File: config.mk
export PLATFORM = sky130hd
export DESIGN_NAME = rr_mux_arbiter
export DESIGN_NICKNAME = d
export VERILOG_FILES = /design/src/rtl/rr_mux_arbiter.sv
export SDC_FILE = /design/constraint.sdc
export NUM_CORES = 1
export LEC_CHECK = 0
export BUFFER_PORTS_ARGS = -buffer_cell sky130_fd_sc_hd__buf_4
export CAP_MARGIN = 20
export CORE_MARGIN = 2
export CORE_UTILIZATION = 55
export CTS_BUF_LIST = sky130_fd_sc_hd__clkbuf_2 sky130_fd_sc_hd__clkbuf_4 sky130_fd_sc_hd__clkbuf_8
export DETAILED_ROUTE_END_ITERATION = 8
export GPL_TIMING_DRIVEN = 0
export PLACE_DENSITY = 0.8
export REMOVE_ABC_BUFFERS = 1
export SLEW_MARGIN = 20
export SYNTH_ARGS = -nofsm -noshare
export SYNTH_HDL_FRONTEND = slang
export SYNTH_SLANG_ARGS = --single-unit
File: constraint.sdc
create_clock -name clk -period 1.9 [get_ports clk]
set_input_delay 0.38 -clock clk [delete_from_list [all_inputs] [get_ports clk]]
set_output_delay 0.38 -clock clk [all_outputs]
set_load 0.01 [all_outputs]
File: src/rtl/rr_mux_arbiter.sv
// Round-robin arbiter over four requesters that owns a shared 4:1 data mux.
// Grant and select are registered; valid/out are combinational from them.
module rr_mux_arbiter #(
  parameter int unsigned DATA_W    = 1,
  parameter int unsigned MAX_BURST = 4,
  parameter int unsigned CNT_W     = 3
) (
  input  logic              clk,
  input  logic              rst,
  input  logic [3:0]        req,
  input  logic [DATA_W-1:0] in0,
  input  logic [DATA_W-1:0] in1,
  input  logic [DATA_W-1:0] in2,
  input  logic [DATA_W-1:0] in3,
  output logic [3:0]        grant,
  output logic [1:0]        sel,
  output logic              valid,
  output logic [DATA_W-1:0] out
);

  localparam logic [CNT_W-1:0] MaxBurstCnt = CNT_W'(MAX_BURST);
  localparam logic [CNT_W-1:0] OneCnt      = CNT_W'(1);

  typedef enum logic [0:0] {StIdle, StGrant} state_e;

  state_e           state_q, state_d;
  logic [3:0]       grant_q, grant_d;
  logic [1:0]       sel_q, sel_d;
  logic [1:0]       ptr_q, ptr_d;
  logic [CNT_W-1:0] cnt_q, cnt_d;
  logic [2:0]       win;

  // Returns {found, index} of the first request at or after start, circularly.
  function automatic logic [2:0] search(input logic [3:0] r, input logic [1:0] start);
    logic [2:0] res;
    logic [1:0] idx;
    res = 3'b000;
    for (int k = 3; k >= 0; k--) begin
      idx = start + 2'(k);
      if (r[idx]) res = {1'b1, idx};
    end
    return res;
  endfunction

  always_comb begin
    state_d = state_q;
    grant_d = grant_q;
    sel_d   = sel_q;
    ptr_d   = ptr_q;
    cnt_d   = cnt_q;
    win     = 3'b000;
    unique case (state_q)
      StIdle: begin
        win = search(req, ptr_q);
        if (win[2]) begin
          grant_d = 4'b0001 << win[1:0];
          sel_d   = win[1:0];
          cnt_d   = OneCnt;
          state_d = StGrant;
        end
      end
      StGrant: begin
        if (req[sel_q] && (cnt_q < MaxBurstCnt)) begin
          cnt_d = cnt_q + OneCnt;
        end else begin
          // Previous owner goes to the back of the circular order.
          ptr_d = sel_q + 2'd1;
          win   = search(req, sel_q + 2'd1);
          if (win[2]) begin
            grant_d = 4'b0001 << win[1:0];
            sel_d   = win[1:0];
            cnt_d   = OneCnt;
          end else begin
            grant_d = 4'b0000;
            cnt_d   = '0;
            state_d = StIdle;
          end
        end
      end
      default: state_d = StIdle;
    endcase
  end

  always_ff @(posedge clk or posedge rst) begin
    if (rst) begin
      state_q <= StIdle;
      grant_q <= 4'b0000;
      sel_q   <= 2'b00;
      ptr_q   <= 2'b00;
      cnt_q   <= '0;
    end else begin
      state_q <= state_d;
      grant_q <= grant_d;
      sel_q   <= sel_d;
      ptr_q   <= ptr_d;
      cnt_q   <= cnt_d;
    end
  end

  assign grant = grant_q;
  assign sel   = sel_q;
  assign valid = |(grant_q & req);

  always_comb begin
    out = '0;
    if (valid) begin
      unique case (sel_q)
        2'd0: out = in0;
        2'd1: out = in1;
        2'd2: out = in2;
        2'd3: out = in3;
        default: out = '0;
      endcase
    end
  end

endmodule

==> flow_summary.json, run 1 <==
{
  "route.detailed.wl_per_inst_um": 14.8,
  "hold_path_class": "in -> async",
  "setup_viol_count_final": 1,
  "maxCapViolations": 0,
  "clockBufferDepth": 2,
  "final_max_slew_viol_count": 0,
  "synth-xor-area-share_pct": 0,
  "die-area_um2": 1900,
  "critPathKind": "reg -> out",
  "antenna_cells": 0,
  "regArea_um2": 302,
  "clock_sinks": 12,
  "synth_mux_area_share_pct": 4.34,
  "antenna_left": 0,
  "synthSimpleGateAreaFrac_pct": 17.4,
  "die_h_um": 43.6,
  "cts_max_level": 1,
  "synth_cell_types": 34,
  "gp_congestion": 0.854,
  "ys_seq_area_share_pct": 34.7,
  "design_area_um2": 1090,
  "critPathMaxFanout": 5,
  "path_buf_inv": 1,
  "fin_crit_sh_pct": 108,
  "grt_pass1_vias": 720,
  "synth_compound_area_share_pct": 31.1,
  "portBuffers": 17,
  "synthToLayoutAreaGrowth_pct": 26.5,
  "routed_via_density": 6.21,
  "cp_cell_sequence": "ha_2, a222oi_1, nor2_1, a21oi_2, a21oi_2, buf_4",
  "crit_slowest_cell": "dfrtp_2",
  "start_kind": "register",
  "holdWs_ps": 98.8,
  "ir_worst_vdd_uv": 1010,
  "ys_warn_count": 0,
  "place_area_um2": 997,
  "initial_core_util_pct": 58.1,
  "syn_inst": 96,
  "synth-adder-area-share_pct": 7.24,
  "worstPathArrival_ps": 1680,
  "placed_cells": 127,
  "fin_util_pct": 73.4,
  "drtIter0Drc": 31,
  "finalCriticalPeriod_ps": 2060,
  "max_freq_mhz": 485,
  "crit_path_max_incr_delay_ps": 440,
  "routed_wl_um": 2000,
  "ios": 18,
  "nets": 135,
  "grt_pass1_wl_um": 3180,
  "rsz0062_at_grt": "true",
  "crit_family": "compound AO/OA/AOI/OAI gates",
  "num_rows": 14,
  "first_pass_iters": 4,
  "route.vias.total": 839,
  "worstSkewPairLatency_ps": 280,
  "num-fill-cells": 116,
  "antenna_found_initial": 0,
  "cts_buffers": 3,
  "grt.overflow.total": 0,
  "hpwl_um": 1450,
  "die_w_um": 43.6,
  "critPathRequiredTime_ps": 1520,
  "relSlewSlack_pct": 58.7,
  "stdcell_count": 135,
  "worst_pin_slew_ps": 612,
  "root_buffer": "clkbuf_4",
  "synth_top_family_by_area": "compound AO/OA/AOI/OAI gates",
  "syn-cell-area_um2": 865,
  "track_usage_pct": 22.7,
  "pre_cts_ws_ps": -76.8,
  "fin_worst_skew_ps": 3.77,
  "crit_path_end_kind": "output port",
  "clkTransAtPathRegs_ps": 80,
  "status": "complete, but fails checks",
  "grt_max_degree": 14,
  "hold_violations": 0,
  "ys_ff_latch": 12,
  "cts_tree": "yes",
  "drive_gt1_share_pct": 32.8,
  "worst_slack_ps": -161,
  "avgSynthCellArea_um2": 9.01,
  "core_area_um2": 1490,
  "failed_checks": "negative setup slack",
  "p_leak_nw": 0.504,
  "drc": 0,
  "cpMostUsedCell": "a21oi_2",
  "multi_input_area_um2": 548,
  "pwr_density_cell_nw_per_um2": 1680
}
==> stage by stage <==
| stage | power (W) | setup TNS, ps |
|---|---|---|
| 5_1_grt | 0.00198 | -213 |
| 3_3_place_gp | 0.00146 | -89.1 |
| 6_report | 0.00184 | -161 |
| 3_5_place_dp | 0.00149 | -195 |
| 2_1_floorplan | 0.00118 | 0 |
| 4_1_cts | 0.00177 | -149 |
==> what timing repair did <==
item | in CTS | in global routing
cloned | 0 | 0
gates resized for setup | 5 | 4
setup buffers | 3 | 1
hold buffers | 0 | 0
pin swaps | 3 | 0
endpoints found under the hold margin | 0 | 0
setup endpoints to repair | 6 | 6
==> sequential cells by signal (all words and copies together) (netlist names) <==
register  count
cnt_q         3
sel           2
state_q       1
grant         4
ptr_q         2
==> layout by cell type, fill, tap and decap left out, types with 2 or more instances in the layout <==
cell type / count
dfrtp_1: 11
ha_1: 3
nand3_1: 2
inv_1: 6
a21oi_2: 2
nand2b_1: 3
nand2_1: 8
a21o_1: 2
a21oi_1: 10
buf_4: 21
clkbuf_4: 3
nor2_1: 9
a22oi_1: 4
a211o_1: 2
inv_2: 2
o21ai_0: 6
nor3_1: 2
==> cell type report <==
type | instances | area share [%]
clock buffer | 4 | 3.32
inverter | 8 | 2.75
multi-input combinational | 74 | 50.1
sequential | 12 | 27.6
tap | 16 | 1.83
timing repair buffer | 21 | 14.4
==> worst paths after layout <==
kind,from,end,slack (ps),depth (start not counted)
worst max-delay path,sel[0],out,-160,6
worst min-delay path,rst,grant[3],100,2
worst max register to register,sel[0],ptr_q[1],50,5
worst min register to register,cnt_q[0],cnt_q[0],530,1
max in group asynchronous,rst,sel[0],1460,2
min in group clk,req[3],state_q,480,3
==> cell families after synthesis <==
group	after synthesis
AOI/OAI and AO/OA	39
and+or+nand+nor	28
DFF	12
buffers and inverters	10
adders and majority gates	5
muxes	2
==> cells in the mapped netlist, drive strengths merged <==
cell type | instances | area (um^2)
o21ai | 7 | 35.0
a222oi | 1 | 10.0
a21o | 2 | 15.0
o2111ai | 1 | 8.76
nand2 | 8 | 30.0
a22oi | 4 | 30.0
nor2b | 1 | 13.8
o311ai | 1 | 8.76
a2111oi | 1 | 8.76
a211o | 2 | 17.5
o22a | 1 | 8.76
a21oi | 13 | 76.3
ha | 5 | 62.6
nor3b | 1 | 7.51
mux2 | 1 | 15.0
a211oi | 1 | 7.51
clkbuf | 1 | 3.75
o32a | 1 | 10.0
dfrtp | 12 | 300
buf | 1 | 11.3
a32o | 1 | 10.0
mux4 | 1 | 22.5
nand2b | 4 | 32.5
o211ai | 1 | 7.51
a32oi | 1 | 8.76
nor3 | 2 | 10.0
nor2 | 9 | 33.8
nand3 | 2 | 10.0
nor4 | 1 | 12.5
a31oi | 1 | 6.26
inv | 8 | 30.0
==> power by group <==
part	total [W]	internal [W]	switching (W)
registers	0.000496	0.000377	0.000119
logic	0.00114	0.000586	0.000553
clock network	0.000207	0.000117	0.0000901
==> metal layers <==
metal  track usage (%)  vias to the layer above  share of wire [%]
met5                 0                        -                  0
met4              9.09                        0                1.6
met3              4.17                        5                5.8
met2              35.0                       32                 47
met1              31.4                      395                 45
li1                  -                      407                  -
(Power assumes the default switching activity.)
==> run 2, diff against run 1 <==
--- a/config.mk
+++ b/config.mk
@@ -11,7 +11,6 @@
 export CORE_UTILIZATION = 55
 export CTS_BUF_LIST = sky130_fd_sc_hd__clkbuf_2 sky130_fd_sc_hd__clkbuf_4 sky130_fd_sc_hd__clkbuf_8
 export DETAILED_ROUTE_END_ITERATION = 8
-export GPL_TIMING_DRIVEN = 0
 export PLACE_DENSITY = 0.8
 export REMOVE_ABC_BUFFERS = 1
 export SLEW_MARGIN = 20
==> flow_summary.json, run 2 (synthesized netlist as in run 1, its figures left out) <==
{
  "status": "complete, but fails checks",
  "failed_checks": "negative setup slack",
  "maxCapViolations": 0,
  "setup_viol_count_final": 1,
  "pre_cts_ws_ps": 85.8,
  "critPathKind": "reg -> out",
  "stdcell_count": 138,
  "fin_util_pct": 74.8,
  "clock_sinks": 12,
  "drive_gt1_share_pct": 33.6,
  "routed_via_density": 6.25,
  "hpwl_um": 1580,
  "antenna_cells": 0,
  "synthToLayoutAreaGrowth_pct": 28.8,
  "p_leak_nw": 0.517,
  "finalSetupTns_ps": -116,
  "grt_pass1_wl_um": 3520,
  "root_buffer": "clkbuf_4",
  "die_h_um": 43.6,
  "worst_slack_ps": -116,
  "initial_core_util_pct": 58.1,
  "die_w_um": 43.6,
  "cts_tree": "yes",
  "final_max_slew_viol_count": 0,
  "largest_register_ffs": 4,
  "route.vias.total": 862,
  "portBuffers": 17,
  "core_area_um2": 1490,
  "ir_worst_vdd_uv": 975,
  "antenna_left": 0,
  "placed_cells": 131,
  "finalCriticalPeriod_ps": 2020,
  "relSlewSlack_pct": 62.4,
  "worst_pin_slew_ps": 558,
  "fin_crit_sh_pct": 106,
  "cts_max_level": 1,
  "critPathRequiredTime_ps": 1520,
  "grt_pass1_vias": 799,
  "met3_length_um": 157,
  "grt_max_degree": 13,
  "grt.overflow.total": 0,
  "hold_buffers": 0,
  "top_layer": "met4",
  "drc": 0,
  "worstSkewPairLatency_ps": 280,
  "cts_buffers": 3,
  "gp_congestion": 0.890,
  "clkTransAtPathRegs_ps": 80,
  "antenna_found_initial": 0,
  "layout_commonest_cell": "buf_4",
  "max_freq_mhz": 496,
  "fin_worst_skew_ps": 1.24,
  "ios": 18,
  "clockBufferDepth": 2,
  "r2r_slack_ps": 90,
  "wl_met2_um": 1020,
  "first_pass_iters": 4,
  "drtIter0Drc": 65,
  "nets": 138,
  "rsz0062_at_grt": "true",
  "die-area_um2": 1900,
  "num_rows": 14,
  "worstPathArrival_ps": 1640,
  "layout_common_cells": "buf_4 (24), a21oi_1 (11), dfrtp_1 (11)",
  "critPathMaxFanout": 4,
  "route.detailed.wl_per_inst_um": 15.7,
  "crit_path_end_kind": "output port",
  "track_usage_pct": 25.2,
  "hold_path_class": "in -> async",
  "hold_violations": 0,
  "start_kind": "register",
  "pwr_density_cell_nw_per_um2": 1640,
  "routed_wl_um": 2170,
  "wl_met1_um": 950
}
## run 2: power breakdown
part,internal (W),leakage (nW),switching (W)
Sequential,0.000377,0.140,0.000120
Clock,0.000117,0.0210,0.0000963
Combinational,0.000570,0.356,0.000547
## run 2: path summary, 6_finish.rpt
| kind | start | to | cells after the start |
|---|---|---|---|
| max | sel[0] | out | 6 |
| min | rst | grant[3] | 2 |
| max reg2reg | sel[1] | grant[0] | 8 |
| min reg2reg | cnt_q[0] | cnt_q[0] | 1 |
| max in group asynchronous | rst | sel[0] | 2 |
| min in group clk | req[3] | state_q | 3 |
## run 2: cell type report
type | instances | area, um^2
clock buffer | 4 | 36.3
fill | 119 | 375
inverter | 8 | 30.0
multi-input combinational | 74 | 546
sequential | 12 | 302
tap | 16 | 20.0
timing repair buffer | 24 | 180
## run 2: through the flow
stage / power, W / instance area, um^2 / hold WS, ps
finish: 0.00183 / 1110 / 107
global route: 0.00197 / 1110 / 163
CTS: 0.00179 / 1090 / 133
detailed placement: 0.00152 / 1030 / 436
global placement: 0.00150 / 1030 / 423
floorplan: 0.00118 / 850 / 245
## run 2: repair_timing
action,4_1_cts,5_1_grt
setup buffers,3,0
pin swaps,2,2
hold endpoints to repair,0,0
setup endpoints to repair,1,6
resized for setup,3,5
gates cloned,0,0
## run 2: critical path, stage by stage, from the launching register on
cell and delay (ps):
dfrtp_2 440, ha_2 190, a222oi_1 300, nor2_1 90, a21oi_2 130, a21oi_1 60
buf_4 150
## run 2: routing by layer
layer / up-vias / global-route usage [%]
met5: - / 0
met4: 0 / 12.1
met3: 7 / 6.67
met2: 39 / 36.8
met1: 401 / 34.7
li1: 415 / -
